### config.mk
export PLATFORM = sky130hd
export DESIGN_NAME = factorial_ctrl_flat
export DESIGN_NICKNAME = d
export VERILOG_FILES = /design/src/rtl/factorial_ctrl_if.sv /design/src/rtl/factorial_ctrl.sv /design/src/flat_wrapper.sv
export SDC_FILE = /design/constraint.sdc
export NUM_CORES = 1
export LEC_CHECK = 0
export CAP_MARGIN = 20
export CORE_MARGIN = 2
export CORE_UTILIZATION = 50
export DETAILED_ROUTE_END_ITERATION = 10
export PLACE_DENSITY = 0.69
export SLEW_MARGIN = 20
export SYNTH_ARGS = -nofsm -noshare
export SYNTH_HDL_FRONTEND = slang
export SYNTH_HIERARCHICAL = 1
export SYNTH_SLANG_ARGS = --single-unit
### constraint.sdc
create_clock -name clk -period 18.4 [get_ports clk]
set_clock_uncertainty 0.05 [all_clocks]
set_input_delay 3.68 -clock clk [delete_from_list [all_inputs] [get_ports clk]]
set_output_delay 3.68 -clock clk [all_outputs]
set_load 0.02 [all_outputs]
### src/rtl/factorial_ctrl_if.sv
// Start/operand request and result/status bundle for the factorial controller.
// The master issues requests; the slave (the controller) returns status and result.
interface factorial_ctrl_if;
  localparam int unsigned N_W   = 4;
  localparam int unsigned RES_W = 32;

  logic             start;
  logic [N_W-1:0]   n;
  logic             busy;
  logic             done;
  logic             err;
  logic [RES_W-1:0] result;

  modport master (output start, n, input busy, done, err, result);
  modport slave  (input start, n, output busy, done, err, result);
endinterface

### src/rtl/factorial_ctrl.sv
// N! for a 4-bit operand using a repeated shift-add multiply.
// The adder is a ripple chain of 4-bit carry-lookahead slices.
module cla4_ov (
  input  logic [3:0] a,
  input  logic [3:0] b,
  input  logic       ci,
  output logic [3:0] s,
  output logic       co
);
  logic [3:0] g;
  logic [3:0] p;
  logic [3:0] c;

  always_comb begin
    g    = a & b;
    p    = a ^ b;
    c[0] = ci;
    c[1] = g[0] | (p[0] & ci);
    c[2] = g[1] | (p[1] & g[0]) | (p[1] & p[0] & ci);
    c[3] = g[2] | (p[2] & g[1]) | (p[2] & p[1] & g[0]) | (p[2] & p[1] & p[0] & ci);
    co   = g[3] | (p[3] & g[2]) | (p[3] & p[2] & g[1]) | (p[3] & p[2] & p[1] & g[0])
         | (p[3] & p[2] & p[1] & p[0] & ci);
    s    = p ^ c;
  end
endmodule

module factorial_ctrl (
  input  logic             clk,
  input  logic             reset_n,
  factorial_ctrl_if.slave  bus
);
  localparam int unsigned N_W    = 4;
  localparam int unsigned RES_W  = 32;
  localparam int unsigned SLICES = RES_W / 4;

  typedef enum logic [1:0] {IDLE, MUL, NEXT, DONE} state_e;

  state_e           state_q, state_d;
  logic [RES_W-1:0] acc_q, acc_d;
  logic [RES_W-1:0] prod_q, prod_d;
  logic [N_W-1:0]   k_q, k_d;
  logic [1:0]       bi_q, bi_d;
  logic             ovf_q, ovf_d;
  logic             busy_q, busy_d;
  logic             done_q, done_d;
  logic             err_q, err_d;
  logic [RES_W-1:0] result_q, result_d;

  logic [RES_W-1:0] add_b;
  logic [RES_W-1:0] add_s;
  logic [SLICES:0]  add_c;

  // prod + (acc << bi) through the chained slices
  assign add_b    = RES_W'(acc_q << bi_q);
  assign add_c[0] = 1'b0;

  for (genvar i = 0; i < SLICES; i++) begin : g_cla
    cla4_ov u_slice (
      .a  (prod_q[4*i +: 4]),
      .b  (add_b[4*i +: 4]),
      .ci (add_c[i]),
      .s  (add_s[4*i +: 4]),
      .co (add_c[i+1])
    );
  end

  always_comb begin
    state_d  = state_q;
    acc_d    = acc_q;
    prod_d   = prod_q;
    k_d      = k_q;
    bi_d     = bi_q;
    ovf_d    = ovf_q;
    err_d    = err_q;
    result_d = result_q;
    busy_d   = 1'b0;
    done_d   = 1'b0;

    case (state_q)
      IDLE: begin
        if (bus.start) begin
          ovf_d = 1'b0;
          err_d = 1'b0;
          if (bus.n > N_W'(12)) begin
            result_d = '0;
            err_d    = 1'b1;
            done_d   = 1'b1;
            state_d  = DONE;
          end else if (bus.n <= N_W'(1)) begin
            acc_d    = RES_W'(1);
            result_d = RES_W'(1);
            done_d   = 1'b1;
            state_d  = DONE;
          end else begin
            acc_d   = RES_W'(1);
            k_d     = bus.n;
            prod_d  = '0;
            bi_d    = 2'd0;
            busy_d  = 1'b1;
            state_d = MUL;
          end
        end
      end
      MUL: begin
        busy_d = 1'b1;
        if (k_q[bi_q]) begin
          prod_d = add_s;
          if (add_c[SLICES]) ovf_d = 1'b1;
        end
        bi_d = 2'(bi_q + 2'd1);
        if (bi_q == 2'd3) state_d = NEXT;
      end
      NEXT: begin
        acc_d  = prod_q;
        prod_d = '0;
        k_d    = N_W'(k_q - N_W'(1));
        bi_d   = 2'd0;
        // last multiplier was 2: result is final, publish it on entry to DONE
        if (k_q == N_W'(2)) begin
          err_d    = err_q | ovf_q;
          result_d = (err_q | ovf_q) ? '0 : prod_q;
          done_d   = 1'b1;
          state_d  = DONE;
        end else begin
          busy_d  = 1'b1;
          state_d = MUL;
        end
      end
      DONE: state_d = IDLE;
      default: state_d = IDLE;
    endcase
  end

  always_ff @(posedge clk or negedge reset_n) begin
    if (!reset_n) begin
      state_q  <= IDLE;
      acc_q    <= '0;
      prod_q   <= '0;
      k_q      <= '0;
      bi_q     <= '0;
      ovf_q    <= 1'b0;
      busy_q   <= 1'b0;
      done_q   <= 1'b0;
      err_q    <= 1'b0;
      result_q <= '0;
    end else begin
      state_q  <= state_d;
      acc_q    <= acc_d;
      prod_q   <= prod_d;
      k_q      <= k_d;
      bi_q     <= bi_d;
      ovf_q    <= ovf_d;
      busy_q   <= busy_d;
      done_q   <= done_d;
      err_q    <= err_d;
      result_q <= result_d;
    end
  end

  assign bus.busy   = busy_q;
  assign bus.done   = done_q;
  assign bus.err    = err_q;
  assign bus.result = result_q;
endmodule

### src/flat_wrapper.sv
// flat-port wrapper written by rule: the top's interface ports become plain ports
module factorial_ctrl_flat 
  (clk, reset_n, bus_start, bus_n, bus_busy, bus_done, bus_err, bus_result);
  factorial_ctrl_if bus_i ();
  input  logic clk;
  input  logic reset_n;
  input wire logic [$bits(bus_i.start)-1:0] bus_start;
  input wire logic [$bits(bus_i.n)-1:0] bus_n;
  output wire logic [$bits(bus_i.busy)-1:0] bus_busy;
  output wire logic [$bits(bus_i.done)-1:0] bus_done;
  output wire logic [$bits(bus_i.err)-1:0] bus_err;
  output wire logic [$bits(bus_i.result)-1:0] bus_result;
  assign bus_i.start = bus_start;
  assign bus_i.n = bus_n;
  assign bus_busy = bus_i.busy;
  assign bus_done = bus_i.done;
  assign bus_err = bus_i.err;
  assign bus_result = bus_i.result;
  factorial_ctrl u_core (.clk(clk), .reset_n(reset_n), .bus(bus_i));
endmodule
==> flow_metrics.tcl <==
set metrics [dict create \
    synth-edff-count 0 \
    layout-drive-gt1-share_pct 10.2 \
    ys_types 46 \
    num_vias 4606 \
    seqPwrFrac_pct 35.8 \
    ys_seq_area_share_pct 41.5 \
    r2r_cells 29 \
    syn_avg_cell_area_um2 10.7 \
    setup_viol_count_final 0 \
    path_buf_inv 0 \
    intPower_mw 0.650 \
    worstPathMaxFanout 17 \
    rrSetupSlack_ns 11.67 \
    antenna_found_initial 0 \
    grtUsageTotal_pct 20.6 \
    grt_max_degree 61 \
    critical_path.max_stage_delay_ns 0.75 \
    tightest_slew_ns 1.06 \
    clk_pin_slew_ns 0.07 \
    tritoncts "done" \
    period_needed_ns 6.73 \
    post_drt_wl_per_cell_um 16.5 \
    drtIter0Drc 301 \
    grt_pass1_vias 4717 \
    synth_area_mm2 0.00652 \
    grt_setup_unrepaired "no" \
    grt_first_pass_wirelength_mm 23.5 \
    io_buffers 41 \
    crit_arrival_ns 6.91 \
    clock.fmax_mhz 149 \
    hold_depth 1 \
    crit_start "u_core/bi_q[1]$_DFFE_PN0P_" \
    slowest_stage "dfrtp_1" \
    pwr-share-comb_pct 45.6 \
    status "complete, no violations" \
    area_growth_pct 12.4 \
    clock_path_buffers 2 \
    p_total_mw 1.11 \
    final_max_slew_viol_count 0 \
    drc_errors 0 \
    drtAntennaViolNets 0 \
    synth.top_cells.by_area "dfrtp_1 41%, mux4_2 10%, ha_1 6.7%" \
    slew_headroom_pct 29.0 \
    start_kind "flop" \
    die_y_um 118 \
    cpMostUsedCell "a21o_1" \
    via_per_inst 5.70 \
    power-per-cell-area_mw_per_mm2 152 \
    post_dp_cell_area_mm2 0.00700 \
    first_pass_iters 5 \
    dpl.hpwl_mm 8.63 \
    required_ns 18.58 \
    leakagePower_nw 3.38 \
    numCtsBuffers 9 \
    holdWs_ns 0.464 \
    post-route-util_pct 57.8 \
    vdd_ir_drop_max_mv 0.0813 \
    p_switching_mw 0.462 \
    yosysTopAreaCell "dfrtp_1" \
    synth_top_cell_area_share_pct 41.5 \
    worst_setup_path_end_kind "flop" \
    fin_nets 681 \
    ys_warn_count 6 \
    dieArea_mm2 0.0140 \
    drv_cap 0 \
    rows 41 \
    endpoint "u_core/prod_q[31]$_DFFE_PN0P_" \
    async_flop_share_pct 100 \
    post_cts_buffers 0 \
    synth-main-ff-cell "dfrtp_1" \
    clkSinkCount 108 \
    place.gp.congestion 0.878 \
    switching_share_pct 41.5 \
    criticalPathCategory "flop to flop" \
    ys_ff_latch 108 \
    worstHoldPathType "flop to flop" \
    routed_wl_mm 13.3 \
    netlist_instances 609 \
    io_pins 42 \
    fp.dieW_um 118 \
    finalCritPeriodShare_pct 36.6 \
    cts_hold_buf 0 \
    final_area_mm2 0.00733 \
    cts_resized 0 \
    start_util_pct 51.4 \
    min-delay-start "u_core/bus.result[0]$_DFFE_PN0P_" \
    crit-reg2reg-launch "u_core/bi_q[1]$_DFFE_PN0P_" \
    timing.final.hold_violations 0 \
    cts-root-buf "clkbuf_16" \
    p_clk_share_pct 18.5 \
    core_mm2 0.0127 \
    tns_ns 0 \
    cp_num_cells 29 \
    overflow 0 \
    clk_latency_ns 0.35 \
    r2r-end "u_core/prod_q[31]$_DFFE_PN0P_" \
    htreeDepth 3 \
    antennaDiodeCount 0 \
    path_delay_family "compound AO/OA/AOI/OAI gates" \
]
worst min-delay path by stage:
stage / to / slack [ns]
floorplan: u_core/acc_q[31]$_DFFE_PN0P_ / 0.41
global placement: u_core/acc_q[31]$_DFFE_PN0P_ / 0.44
detailed placement: u_core/acc_q[31]$_DFFE_PN0P_ / 0.44
CTS: u_core/bus.result[17]$_DFFE_PN0P_ / 0.47
global route: u_core/bus.result[8]$_DFFE_PN0P_ / 0.49
finish: u_core/bus.result[0]$_DFFE_PN0P_ / 0.46
flip-flops by register name (all words and copies together) (netlist names):
register           count
u_core/acc_q          32
u_core/bus.result     32
u_core/prod_q         32
u_core/k_q             4
u_core/bi_q            2
u_core/state_q         2
u_core/bus.busy        1
u_core/bus.done        1
u_core/bus.err         1
u_core/ovf_q           1
power by group through the flow:
stage          clock network, mW  logic (mW)  registers [mW]
2_1_floorplan                  0       0.375           0.398
3_3_place_gp                   0       0.491           0.398
3_5_place_dp                   0       0.506           0.402
4_1_cts                    0.212       0.512           0.398
5_1_grt                    0.222       0.564           0.412
6_report                   0.206       0.508           0.398
cell usage after synthesis (all sizes together), types with 2 or more instances:
cell	n
a21o	26
a21oi	15
a22o	35
a31o	9
a31oi	2
buf	21
clkbuf	17
dfrtp	108
fa	8
ha	35
inv	67
mux2	2
mux2i	35
mux4	29
nand2	68
nand2b	3
nand3	36
nor2	6
nor2b	6
nor3	3
o21ai	38
xnor2	16
xor2	8
layer usage:
metal  up-vias  global-route usage, %  part of all wire, %
li1       2181                      -                    -
met1      2305                   28.1                   45
met2       109                   34.0                   49
met3        11                   2.36                  4.0
met4         0                   7.45                  1.3
met5         -                      0                    0
cell type report:
cell class,count,area (um^2)
fill,1090,5350
multi-input combinational,396,3370
sequential,108,2700
timing repair buffer,48,460
clock buffer,13,280
inverter,68,255
tap,172,215
clock inverter,3,42.5
cell usage in the layout, fill, tap and decap left out, drive strengths merged, types with 2 or more instances in the layout:
cell type	Yosys	routed
dfrtp	108	108
nand2	68	68
inv	67	67
clkdlybuf4s50	0	40
o21ai	38	38
nand3	36	36
mux2i	35	35
ha	35	35
a22o	35	35
mux4	29	29
a21o	26	26
xnor2	16	16
a21oi	15	15
clkbuf	17	13
a31o	9	9
buf	21	8
xor2	8	8
fa	8	8
nor2	6	6
nor2b	6	6
nand2b	3	3
nor3	3	3
a31oi	2	2
mux2	2	2
conb	1	2
clkinv	1	2
cell families (layout without fill, tap and decap cells):
group / count (synthesis) / in the layout / synth area share, %
compound gates: 133 / 133 / 14.2
xor+xnor: 24 / 24 / 3.23
fa+ha+maj: 43 / 43 / 9.18
buf+inv: 106 / 132 / 7.12
flops: 108 / 108 / 41.5
mux: 66 / 66 / 15.7
other cells: 1 / 2 / 0.0575
simple gates: 128 / 128 / 8.95
metrics by stage:
stage | std cells | worst slack [ns]
floorplan | 610 | 12.24
global placement | 792 | 11.95
detailed placement | 792 | 11.81
CTS | 808 | 11.70
global route | 808 | 11.41
finish | 808 | 11.67
No activity file was read; power rests on OpenSTA's default activity.
